$ cat src/rtl/muldiv_sequencer.sv
// muldiv_sequencer: iterative unsigned MUL/MULHU/DIVU/REMU using a shared external ALU
// Ports:
//   clk_i, rst_ni          clock, asynchronous active-low reset
//   start_i, op_i          request and operation (00 MUL, 01 MULHU, 10 DIVU, 11 REMU)
//   src_a_i, src_b_i       multiplicand/dividend, multiplier/divisor
//   flush_i                synchronous abort to IDLE, result kept
//   busy_o, done_o         operation in progress, one-cycle completion pulse
//   result_o               registered result, held between completions
//   alu_a_o, alu_b_o       ALU operands
//   alu_sel_o, alu_out_i   ALU select (0 ADD, 1 SUB) and its combinational result
module muldiv_sequencer #(
    parameter int XLEN = 32
) (
    input  logic            clk_i,
    input  logic            rst_ni,
    input  logic            start_i,
    input  logic [1:0]      op_i,
    input  logic [XLEN-1:0] src_a_i,
    input  logic [XLEN-1:0] src_b_i,
    input  logic            flush_i,
    output logic            busy_o,
    output logic            done_o,
    output logic [XLEN-1:0] result_o,
    output logic [XLEN-1:0] alu_a_o,
    output logic [XLEN-1:0] alu_b_o,
    output logic [3:0]      alu_sel_o,
    input  logic [XLEN-1:0] alu_out_i
);
    localparam int CW = $clog2(XLEN);
    typedef enum logic [1:0] {IDLE, MUL, DIV, DONE} state_e;
    state_e state_q, state_d;
    // hi: acc (MUL) / rem (DIV); lo: mplier (MUL) / quo (DIV); b: mcand (MUL) / dvsr (DIV)
    logic [XLEN-1:0] hi_q, hi_d, lo_q, lo_d, b_q, b_d, result_q, result_d;
    logic [CW-1:0]   cnt_q, cnt_d;
    // op[0] alone picks the result word once the MUL/DIV path is chosen
    logic            hi_sel_q, hi_sel_d;
    logic [XLEN-1:0] sum, r_lo;
    logic            carry, ge;
    // low XLEN bits of the shifted partial remainder {rem, quo[XLEN-1]}
    assign r_lo = {hi_q[XLEN-2:0], lo_q[XLEN-1]};
    always_ff @(posedge clk_i or negedge rst_ni) begin
        if (!rst_ni) begin
            state_q  <= IDLE;
            hi_q     <= '0;
            lo_q     <= '0;
            b_q      <= '0;
            cnt_q    <= '0;
            hi_sel_q <= 1'b0;
            result_q <= '0;
        end else begin
            state_q  <= state_d;
            hi_q     <= hi_d;
            lo_q     <= lo_d;
            b_q      <= b_d;
            cnt_q    <= cnt_d;
            hi_sel_q <= hi_sel_d;
            result_q <= result_d;
        end
    end
    always_comb begin
        state_d = state_q;
        case (state_q)
            IDLE:     if (start_i) state_d = !op_i[1] ? MUL : (src_b_i == '0 ? DONE : DIV);
            MUL, DIV: if (cnt_q == '0) state_d = DONE;
            default:  state_d = IDLE;
        endcase
        if (flush_i) state_d = IDLE;
    end
    always_comb begin
        hi_d     = hi_q;
        lo_d     = lo_q;
        b_d      = b_q;
        cnt_d    = cnt_q;
        hi_sel_d = hi_sel_q;
        result_d = result_q;
        sum      = lo_q[0] ? alu_out_i : hi_q;
        // a wrapped sum is smaller than acc: that is the carry out of the add
        carry    = lo_q[0] & (alu_out_i < hi_q);
        ge       = hi_q[XLEN-1] | (alu_out_i <= r_lo);
        if (!flush_i) begin
            case (state_q)
                IDLE: if (start_i) begin
                    hi_sel_d = op_i[0];
                    cnt_d    = CW'(XLEN - 1);
                    hi_d     = '0;
                    lo_d     = op_i[1] ? src_a_i : src_b_i;
                    b_d      = op_i[1] ? src_b_i : src_a_i;
                    if (op_i[1] && src_b_i == '0) result_d = op_i[0] ? src_a_i : '1;
                end
                MUL: begin
                    hi_d  = {carry, sum[XLEN-1:1]};
                    lo_d  = {sum[0], lo_q[XLEN-1:1]};
                    cnt_d = cnt_q - CW'(1);
                    if (cnt_q == '0) result_d = hi_sel_q ? hi_d : lo_d;
                end
                DIV: begin
                    hi_d  = ge ? alu_out_i : r_lo;
                    lo_d  = {lo_q[XLEN-2:0], ge};
                    cnt_d = cnt_q - CW'(1);
                    if (cnt_q == '0) result_d = hi_sel_q ? hi_d : lo_d;
                end
                default: ;
            endcase
        end
    end
    always_comb begin
        busy_o    = state_q == MUL || state_q == DIV;
        done_o    = state_q == DONE;
        result_o  = result_q;
        alu_sel_o = {3'b000, state_q == DIV};
        alu_a_o   = state_q == MUL ? hi_q : (state_q == DIV ? r_lo : '0);
        alu_b_o   = busy_o ? b_q : '0;
    end
endmodule

$ cat config.mk
export PLATFORM = sky130hd
export DESIGN_NAME = muldiv_sequencer
export DESIGN_NICKNAME = d
export VERILOG_FILES = /design/src/rtl/muldiv_sequencer.sv
export SDC_FILE = /design/constraint.sdc
export NUM_CORES = 1
export LEC_CHECK = 0
export ABC_AREA = 0
export BUFFER_PORTS_ARGS = -buffer_cell sky130_fd_sc_hd__buf_2
export CORE_UTILIZATION = 45
export CTS_BUF_LIST = sky130_fd_sc_hd__clkbuf_8 sky130_fd_sc_hd__clkbuf_16
export DETAILED_ROUTE_END_ITERATION = 10
export HOLD_SLACK_MARGIN = 0.03
export PLACE_DENSITY = 0.71
export SETUP_SLACK_MARGIN = 0.02
export SLEW_MARGIN = 5
export SYNTH_ARGS = -nofsm -noshare
export SYNTH_HDL_FRONTEND = slang
export SYNTH_SLANG_ARGS = --single-unit
$ cat constraint.sdc
create_clock -name clk_i -period 2.75 [get_ports clk_i]
set_input_delay 0.55 -clock clk_i [delete_from_list [all_inputs] [get_ports clk_i]]
set_output_delay 0.55 -clock clk_i [all_outputs]
set_load 0.005 [all_outputs]
==> impl_results.md, run 1 <==
- Psw: ~0.0054 W
- Setup crit end kind: flop
- Routed Wire Length: 34000 um
- Synth Area in Simple Gates: 0.172
- Largest family of logic cells by synthesized area: compound AO/OA/AOI/OAI gates
- Ys Warns: 0
- Crit-path max FO: 6
- Half-perimeter wire length after placement: 25200 um
- Inst Count DP: 1744
- Switching Fraction: 0.435
- Synth Area in XOR/XNOR: 0
- H-tree Lvls: 4
- GPL Wtd Cong: 0.912
- CTS tree: yes
- Register area: 3400 um^2
- Sequential share of power: 0.291
- Vias: 10500
- Mux contribution to synthesized area: 0.118
- Number of fill cells: 1970
- Largest net degree at the start of global routing: 84
- Die Ht: roughly 150 um
- Worst vdd ir: roughly 0.70 mV
- Tot GR Track Use: 0.285
- First-pass GRT wire length: 53100 um
- Root buf cell: clkbuf_16
- # hold bufs at CTS: 0
- Vias/cell: 5.86
- Slew Limit Fails: 0
- Core area: 22100 um^2
- Crit path required time: roughly 3.1 ns
- Area growth syn-to-layout: 27.8%
- Mapped cell area: 10300 um^2
- Num ports: 204
- WS Path Type: flop to flop
- Reg clk slew, reported paths: around 0.07 ns
- Status: completed
- Power Density: ~940 nW/um^2
- Final core occ: 0.595
- Clk sink count: 136
- Worst min path class: input port to async pin
- Rows: 54
- Tmin final: 2.69 ns
- Ant diodes: 0
- Post-DRT Antenna Nets: 0
- Adder-Cell Fraction of Synth Area: 0.0839
- Final setup violation count: 0
- Area of the multi-input gates: about 6600 um^2
- Nets@finish: about 1700
- Syn avg cell area: ~8.2 um^2
- Final hold vios: 0
- Initial Util: 0.466
- Clock Power Share: 0.187
- Compound-cell area share of the yosys netlist: 0.241
- Skew final: 0.0100 ns
- Post-synth EDFFs: 0
- DRT iter0 DRCs: 1010
- Crit start category: flop
- Drt pass-1 iters: 6
- Num CTS Buffers: 17
- DRC Markers: 0
- Gate power share: 0.522
- Asr flop ratio synth: 1.00
- Worst-margin pin slew: 0.584 ns
- Dominant synthesized flop cell: dfrtp_1
- Yosys reg bits: approximately 140
- Number of antenna violations at the first check in global routing: 0
- Vias in the first global route: roughly 9700
- Wire per inst: 19.0 um
- Max_cap viols: 0
- Grt ovf: 0
- Maximum clock rate: 0.372 GHz
- Leakage: 6.26 nW
- Fraction of layout cells with a size suffix above 1: 0.284
- Clk_lat worst skew: 0.42 ns
- Part of the Yosys area used for sequential elements: 0.331
- Port-buffer cells: 200
- Non-filler cells, final: 1796
- Die Span X: 153 um
- Post-synthesis cell type count: 50
- Tcrit/Tclk final: 0.977
- Worst endpoint data arrival time: 3.03 ns
- Die ar.: between 20000 and 25000 um^2
- Internal Pwr Total: 0.00699 W
- Max_slew headroom: 0.611
- CTS max path bufs: 2
- Synth Instances: around 1300
[layout by cell type, fill, tap and decap left out, types with 4 or more instances in the layout]
cell type and instances:
nand2_1 218, buf_2 198, o21ai_0 139, dfrtp_1 136, buf_4 116, mux2i_1 91
a21oi_1 72, nor2_1 66, ha_1 58, and2_1 34, a22o_1 34, a31oi_1 32
inv_1 30, o31ai_1 28, a21o_1 17, o221ai_1 17, clkbuf_16 17, o22ai_1 15
or2_2 13, nand4_1 13, nor2b_1 13, inv_2 11, nor4_1 11, a211oi_1 11
nand3_1 11, mux2_4 11, ha_4 10, buf_12 8, mux2_2 7, a221oi_1 7
mux2i_2 6, nor3_1 5, o211ai_1 5, clkinvlp_4 4, a22oi_1 4
[routing by layer]
layer | track usage | up-vias | wire length [um]
li1 | - | 5032 | -
met1 | 0.429 | 4940 | 16000
met2 | 0.427 | 508 | 14800
met3 | 0.0298 | 52 | 2550
met4 | 0.0856 | 0 | 782
met5 | 0 | - | 0
[state kept, by name, indices dropped and copies added (netlist names)]
signal    cells
state_q       2
hi_sel_q      1
lo_q         32
b_q          32
cnt_q         5
result_o     32
hi_q         32
[what timing repair did]
action	in CTS	in global routing
gates resized for setup	6	35
pin swaps	2	11
buffers inserted	7	13
endpoints found under the setup margin	93	73
[critical path, stage by stage (launching register included)]
cell and delay [ns]:
dfrtp_1 0.37, inv_1 0.11, ha_4 0.28, nand4_1 0.20, nor4_4 0.39, o21ai_2 0.12, a31oi_4 0.24, o21ai_4 0.12
buf_12 0.16, buf_4 0.15, mux2_4 0.30, a31oi_1 0.16
[cell type report]
| cell class | count | share of cell area |
|---|---|---|
| inverters | 41 | 0.0120 |
| flip-flops and latches | 136 | 0.259 |
| multi-input cells | 981 | 0.500 |
| well taps | 280 | 0.0266 |
| clock buffers | 18 | 0.0334 |
| repair buffers | 326 | 0.158 |
| clock inverters | 14 | 0.0113 |
[path summary, 6_finish.rpt]
path / startpoint / end / slack, ns / depth (start not counted)
worst max-delay path: hi_q[9] / hi_q[20] / 0.06 / 11
worst min-delay path: rst_ni / result_o[9] / 0.1 / 1
worst max register to register: hi_q[9] / hi_q[20] / 0.06 / 11
worst min register to register: b_q[1] / b_q[1] / 0.47 / 2
max in group asynchronous: rst_ni / b_q[18] / 1.86 / 2
min in group clk_i: op_i[0] / hi_sel_q / 0.39 / 2
[kinds of logic after synthesis]
logic type                 count (synthesis)
other                                      1
muxes                                    115
adders and majority gates                 69
buffers and inverters                    137
and+or+nand+nor                          398
AOI/OAI and AO/OA                        396
DFF                                      136
[through the flow]
step / hold WS (ns) / instance area [um^2] / worst slack, ns / setup TNS [ns] / power, W
2_1_floorplan: 0.254 / 10300 / 0.275 / 0 / 0.00724
3_3_place_gp: 0.453 / 12200 / -0.290 / -13.78 / 0.00943
3_5_place_dp: 0.462 / 12200 / -0.383 / -16.60 / 0.00956
4_1_cts: 0.121 / 12900 / 0.00547 / 0 / 0.0120
5_1_grt: 0.144 / 13200 / -0.0299 / -0.0527 / 0.0133
6_report: 0.0978 / 13200 / 0.0622 / 0 / 0.0124
[synth_stat cells (all sizes together) (18+ instances only)]
cell type	number	area share
nand2	218	0.079
o21ai	143	0.070
dfrtp	136	0.33
mux2i	97	0.094
a21oi	72	0.035
clkbuf	72	0.026
ha	69	0.084
nor2	67	0.025
inv	41	0.015
a31oi	35	0.021
a22o	34	0.029
and2	34	0.021
o31ai	28	0.020
buf	24	0.013
mux2	18	0.024
[power by group through the flow]
stage / registers (W) / logic [W] / clock network (W)
after floorplan: 0.00337 / 0.00387 / 0
final: 0.00361 / 0.00647 / 0.00231
after detailed placement: 0.00360 / 0.00596 / 0
after CTS: 0.00358 / 0.00608 / 0.00231
after global routing: 0.00370 / 0.00713 / 0.00242
after global placement: 0.00361 / 0.00582 / 0
No activity file was read; power rests on OpenSTA's default activity.
==> inputs of run 2 (changes only) <==
--- a/config.mk
+++ b/config.mk
@@ -11,7 +11,7 @@
 export CTS_BUF_LIST = sky130_fd_sc_hd__clkbuf_8 sky130_fd_sc_hd__clkbuf_16
 export DETAILED_ROUTE_END_ITERATION = 10
 export HOLD_SLACK_MARGIN = 0.03
-export PLACE_DENSITY = 0.71
+export PLACE_DENSITY = 0.66
 export SETUP_SLACK_MARGIN = 0.02
 export SLEW_MARGIN = 5
 export SYNTH_ARGS = -nofsm -noshare
==> run 2 against run 1 <==
Against the previous run:
- global-route usage is 0.49 points higher
- clock power grew 6%
- combinational power increased by 3%
- cell count rose by 0.72%
- routed wire length increased by 1.2%
- fmax is 1.8% lower
- first-iteration DRC count fell by 11%
- total power increased by 2.6%
- worst setup slack got worse by 0.049 ns
- critical endpoint is now hi_q[13]
==> impl_results.md, run 2 (synthesis results as in run 1) <==
- Reg clk slew, reported paths: 0.06 ns (was 0.07 ns)
- DRT iter0 DRCs: 896 (was 1010)
- DRC Markers: 0 (unchanged)
- Critical R2R Launch: hi_q[4] (was hi_q[9])
- Crit-path max FO: 5 (was 6)
- Worst endpoint data arrival time: 3.01 ns (was 3.03 ns)
- Post-route cell area: 13400 um^2 (was 13200 um^2)
- Maximum clock rate: 0.365 GHz (was 0.372 GHz)
- Initial Util: 0.466 (unchanged)
- Setup slack, reg-to-reg: 0.01 ns (was 0.06 ns)
- CTS tree: yes (unchanged)
- Num ports: 204 (unchanged)
- Final hold vios: 0 (unchanged)
- WS Path Type: flop to flop (unchanged)
- Half-perimeter wire length after placement: 25400 um (was 25200 um)
- Nets@finish: 1687 (was 1674)
- Drt pass-1 iters: 5 (was 6)
- H-tree Lvls: 4 (unchanged)
- Setup crit end kind: flop (unchanged)
- Ant diodes: 0 (unchanged)
- Wire per inst: 19.1 um (was 19.0 um)
- # hold bufs at CTS: 0 (unchanged)
- Number of antenna violations at the first check in global routing: 0 (unchanged)
- Post-DRT Antenna Nets: 0 (unchanged)
- GPL Wtd Cong: 0.907 (was 0.912)
- Max_cap viols: 0 (unchanged)
- Most frequent cells in the layout: nand2_1 (218), buf_2 (198), dfrtp_1 (136) (was nand2_1 (218), buf_2 (198), o21ai_0 (139))
- Crit start category: flop (unchanged)
- Clk sink count: 136 (unchanged)
- Die Ht: 153 um (unchanged)
- Grt ovf: 0 (unchanged)
- Final setup violation count: 0 (unchanged)
- Die ar.: 23500 um^2 (unchanged)
- Area after DPL: 12300 um^2 (was 12200 um^2)
- Fraction of layout cells with a size suffix above 1: 0.302 (was 0.284)
- Vias in the first global route: 9753 (was 9741)
- Skew final: 0.00831 ns (was 0.0100 ns)
- Power Density: 946 nW/um^2 (was 941 nW/um^2)
- Worst-margin pin slew: 0.596 ns (was 0.584 ns)
- Port-buffer cells: 200 (unchanged)
- Num CTS Buffers: 17 (unchanged)
- Clk_lat worst skew: 0.43 ns (was 0.42 ns)
- Fin worst setup slack: 0.0127 ns (was 0.0622 ns)
- Unrepaired setup endpoints after global routing: yes
- Crit path required time: 3.02 ns (was 3.09 ns)
- Commonest non-fill, non-tap cell in the layout: nand2_1 (unchanged)
- Setup WS pre-CTS: -0.426 ns (was -0.383 ns)
- Largest net degree at the start of global routing: 84 (unchanged)
- Worst min path class: input port to async pin (unchanged)
- Tot GR Track Use: 0.290 (was 0.285)
- Core area: 22100 um^2 (unchanged)
- Slew Limit Fails: 0 (unchanged)
- Root buf cell: clkbuf_16 (unchanged)
- Area growth syn-to-layout: 30.4% (was 27.8%)
- Total power: 0.0127 W (was 0.0124 W)
- Status: completed (unchanged)
- Vias: 10400 (was 10500)
- Worst vdd ir: 0.554 mV (was 0.702 mV)
- Reg-to-Reg End: hi_q[13] (was hi_q[20])
- Max_slew headroom: 0.602 (was 0.611)
- CTS max path bufs: 2 (unchanged)
- Worst reg2reg path depth: 10 (was 11)
- Rows: 54 (unchanged)
- First-pass GRT wire length: 53600 um (was 53100 um)
- Routed Wire Length: 34500 um (was 34000 um)
- Leakage: 6.39 nW (was 6.26 nW)
- Die Span X: 153 um (unchanged)
- Tmin final: 2.74 ns (was 2.69 ns)
- Vias/cell: 5.77 (was 5.86)
- Tcrit/Tclk final: 0.995 (was 0.977)
-- run 2: cell count changes in the layout (fill, tap and decap cells not counted), sizes merged --
cell,previous run,this run
bufinv,2,4
clkinvlp,4,1
o21ai,143,144
clkbuf,18,20
buf,326,338
inv,44,43
-- run 2: how the worst max path moves through the flow --
stage	startpoint	to	slack [ns]
2_1_floorplan	alu_out_i[14]	hi_q[19]	0.27
3_3_place_gp	alu_out_i[25]	hi_q[20]	-0.39
3_5_place_dp	alu_out_i[30]	hi_q[26]	-0.43
4_1_cts	state_q[0]	alu_a_o[16]	0.02
5_1_grt	hi_q[4]	hi_q[13]	-0.04
6_report	hi_q[4]	hi_q[13]	0.01
-- run 2: per-layer routing --
metal / up-vias / wire (um) / track usage
met5: - / 0 / 0
li1: 5048 / - / -
met3: 49 / 2680 / 0.0462
met2: 454 / 14600 / 0.424
met1: 4892 / 16400 / 0.435
met4: 0 / 794 / 0.0871
-- run 2: final cells by class --
class                      instances  area [um^2]
timing repair buffer             338         2170
sequential                       136         3400
fill                            2007         8670
tap                              280          350
multi-input combinational        982         6720
inverter                          41          158
clock inverter                    12          156
clock buffer                      20          467
-- run 2: where the power goes --
part	switching, W	internal, W
combinational	0.00378	0.00288
sequential	0.000735	0.00286
clock	0.000884	0.00157
-- run 2: worst max-delay path: stages (launching register included) --
cell      delay (ns)
dfrtp_1         0.39
inv_1           0.09
ha_1            0.29
a21oi_1         0.15
o21ai_1         0.13
a221oi_2        0.36
a31oi_4         0.19
o21ai_4         0.33
buf_6           0.20
mux2i_2         0.26
o221ai_1        0.18
-- run 2: metrics by stage --
step | hold slack [ns] | TNS [ns] | util | instances
after global routing | 0.137 | -0.178 | 0.608 | 1809
final | 0.0976 | 0 | 0.608 | 1809
after CTS | 0.112 | 0 | 0.592 | 1802
after global placement | 0.453 | -19.69 | 0.559 | 1765
after floorplan | 0.254 | 0 | - | 1254
after detailed placement | 0.462 | -20.58 | 0.559 | 1765
-- run 2: timing repair --
item / in CTS / in global routing
pin swaps: 2 / 21
gates cloned: 1 / 0
setup endpoints to repair: 83 / 77
resized for setup: 12 / 63
setup buffers: 4 / 7
==> inputs of run 3 (changes only) <==
==> constraint.sdc (replaced) <==
create_clock -name clk_i -period 3 [get_ports clk_i]
set_input_delay 0.6 -clock clk_i [delete_from_list [all_inputs] [get_ports clk_i]]
set_output_delay 0.6 -clock clk_i [all_outputs]
set_load 0.005 [all_outputs]
==> run 3 against run 2 <==
Against the previous run:
- via count fell by 3.1%
- cell count fell by 3.9%
- hold slack improved by 0.13 ns
- combinational power fell by 19%
- die area did not move
- global-route usage fell by 0.63 points
- clock skew rose by 0.0012 ns
==> impl_results.md, run 3 (synthesis results as in run 1) <==
- Leakage: 6.00 nW (was 6.39 nW)
- Clk_lat worst skew: 0.43 ns (about the same)
- Worst vdd ir: 0.508 mV (was 0.554 mV)
- H-tree Lvls: 4 (unchanged)
- Die ar.: 23500 um^2 (unchanged)
- Half-perimeter wire length after placement: 24600 um (was 25400 um)
- Ant diodes: 0 (unchanged)
- Critical path's top delay family: buffers and inverters (was compound AO/OA/AOI/OAI gates)
- # hold bufs at CTS: 0 (unchanged)
- Setup TNS Final: 0 ns (unchanged)
- Crit start category: flop (unchanged)
- Fraction of layout cells with a size suffix above 1: 0.235 (was 0.302)
- Routed Wire Length: 32800 um (was 34500 um)
- Vias in the first global route: 9372 (was 9753)
- Worst-margin pin slew: 0.775 ns (was 0.596 ns)
- Non-filler cells, final: 1738 (was 1809)
- DRT iter0 DRCs: 895 (was 896)
- Status: completed (unchanged)
- Root buf cell: clkbuf_16 (unchanged)
- GPL Wtd Cong: 0.898 (was 0.907)
- Critical R2R Launch: hi_q[8] (was hi_q[4])
- Buffers and inverters on the worst path: 3 (was 2)
- Unrepaired setup endpoints after global routing: yes (unchanged)
- Crit path required time: 2.40 ns (was 3.02 ns)
- Area growth syn-to-layout: 21.9% (was 30.4%)
- Final hold vios: 0 (unchanged)
- Vias/cell: 5.82 (was 5.77)
- WS Path Type: flop to output pin (was flop to flop)
- First-pass GRT wire length: 52800 um (was 53600 um)
- Skew final: 0.00949 ns (was 0.00831 ns)
- Total power: 0.0109 W (was 0.0127 W)
- Post-DRT Antenna Nets: 0 (unchanged)
- CTS tree: yes (unchanged)
- Initial Util: 0.466 (unchanged)
- CP max stage delay: 0.50 ns (was 0.39 ns)
- Port-buffer cells: 200 (unchanged)
- Nets@finish: 1616 (was 1687)
- DRC Markers: 0 (unchanged)
- Final setup violation count: 0 (unchanged)
- Die Ht: 153 um (unchanged)
- Vias: 10100 (was 10400)
- Drt pass-1 iters: 5 (unchanged)
- Setup crit end kind: output pin (was flop)
- Most frequent cells in the layout: nand2_1 (218), buf_2 (198), o21ai_0 (140) (was nand2_1 (218), buf_2 (198), dfrtp_1 (136))
- Slew Limit Fails: 0 (unchanged)
- Worst min path class: input port to async pin (unchanged)
- Max_cap viols: 0 (unchanged)
- Core area: 22100 um^2 (unchanged)
- Wire per inst: 18.9 um (was 19.1 um)
- Worst endpoint data arrival time: 2.27 ns (was 3.01 ns)
- Num ports: 204 (unchanged)
- Reg clk slew, reported paths: 0.06 ns (about the same)
- CTS max path bufs: 2 (unchanged)
- Inst Count DP: 1700 (was 1765)
- CP max stage cell: buf_4 (was dfrtp_1)
- Tmin final: 2.87 ns
- Crit path launch: state_q[1] (was hi_q[4])
- Rows: 54 (unchanged)
- Largest net degree at the start of global routing: 137 (was 84)
- Die Span X: 153 um (unchanged)
- Commonest non-fill, non-tap cell in the layout: nand2_1 (unchanged)
- Crit-path max FO: 51 (was 5)
- Grt ovf: 0 (unchanged)
- Max_slew headroom: 0.483 (was 0.602)
- Tot GR Track Use: 0.284 (was 0.290)
- Clk sink count: 136 (unchanged)
- CP Cell Sequence: inv_1 -> ha_4 -> buf_4 -> nand2_1 -> o31ai_1 -> buf_2 (was inv_1 -> ha_1 -> a21oi_1 -> o21ai_1 -> a221oi_2 -> a31oi_4 -> o21ai_4 -> buf_6 -> mux2i_2 -> o221ai_1)
- Number of antenna violations at the first check in global routing: 0 (unchanged)
- Num CTS Buffers: 17 (unchanged)
- Maximum clock rate: 0.349 GHz
- Tcrit/Tclk final: 0.956
- Power Density: 872 nW/um^2 (was 946 nW/um^2)
run 3: cell types whose count changed in the layout (fill, tap and decap cells not counted), moves of 9 or more:
cell     before  now
ha_4         13    2
mux2i_2      10    1
inv_1        29   43
ha_1         56   66
buf_4       124   62
mux2i_1      85   96
inv_2        14    0
run 3: path summary, 6_finish.rpt:
| check | endpoint | slack, ns | cells past startpoint |
|---|---|---|---|
| max | alu_a_o[4] | 0.13 | 6 |
| min reg2reg | b_q[9] | 0.47 | 2 |
| max in group asynchronous | lo_q[23] | 2.16 | 2 |
| max reg2reg | hi_q[30] | 0.13 | 11 |
| min in group clk_i | hi_sel_q | 0.44 | 2 |
| min | hi_q[10] | 0.23 | 2 |
run 3: routing by layer:
metal,vias up,wire [um],track usage
met5,-,0,0
met4,0,687,0.0803
met3,45,2210,0.0422
met2,408,13900,0.405
met1,4756,16000,0.437
li1,4912,-,-
run 3: cell type report:
cell class	instances	area [um^2]
Fill cell	2068	9550
Multi-Input combinational cell	981	6420
Sequential cell	136	3400
Timing Repair Buffer	268	1600
Clock buffer	24	522
Tap cell	280	350
Inverter	41	154
Clock inverter	8	92.6
run 3: power breakdown:
group          total (W)  switching, W  internal [W]
clock            0.00218      0.000813       0.00137
sequential       0.00335      0.000729       0.00262
combinational    0.00541       0.00318       0.00223
run 3: timing repair:
item | in CTS | in global routing
setup endpoints to repair | 36 | 66
resized for setup | 1 | 6
setup buffers | 0 | 6
pin swaps | 1 | 1
run 3: stage by stage:
| step | hold WS, ns | utilization | cell area [um^2] | worst slack, ns |
|---|---|---|---|---|
| finish | 0.228 | 0.568 | 12500 | 0.132 |
| global route | 0.316 | 0.568 | 12500 | -0.00917 |
| CTS | 0.318 | 0.564 | 12500 | 0.0501 |
| detailed placement | 0.463 | 0.536 | 11800 | -0.345 |
| global placement | 0.453 | 0.536 | 11800 | -0.220 |
| floorplan | 0.304 | - | 10300 | 0.475 |
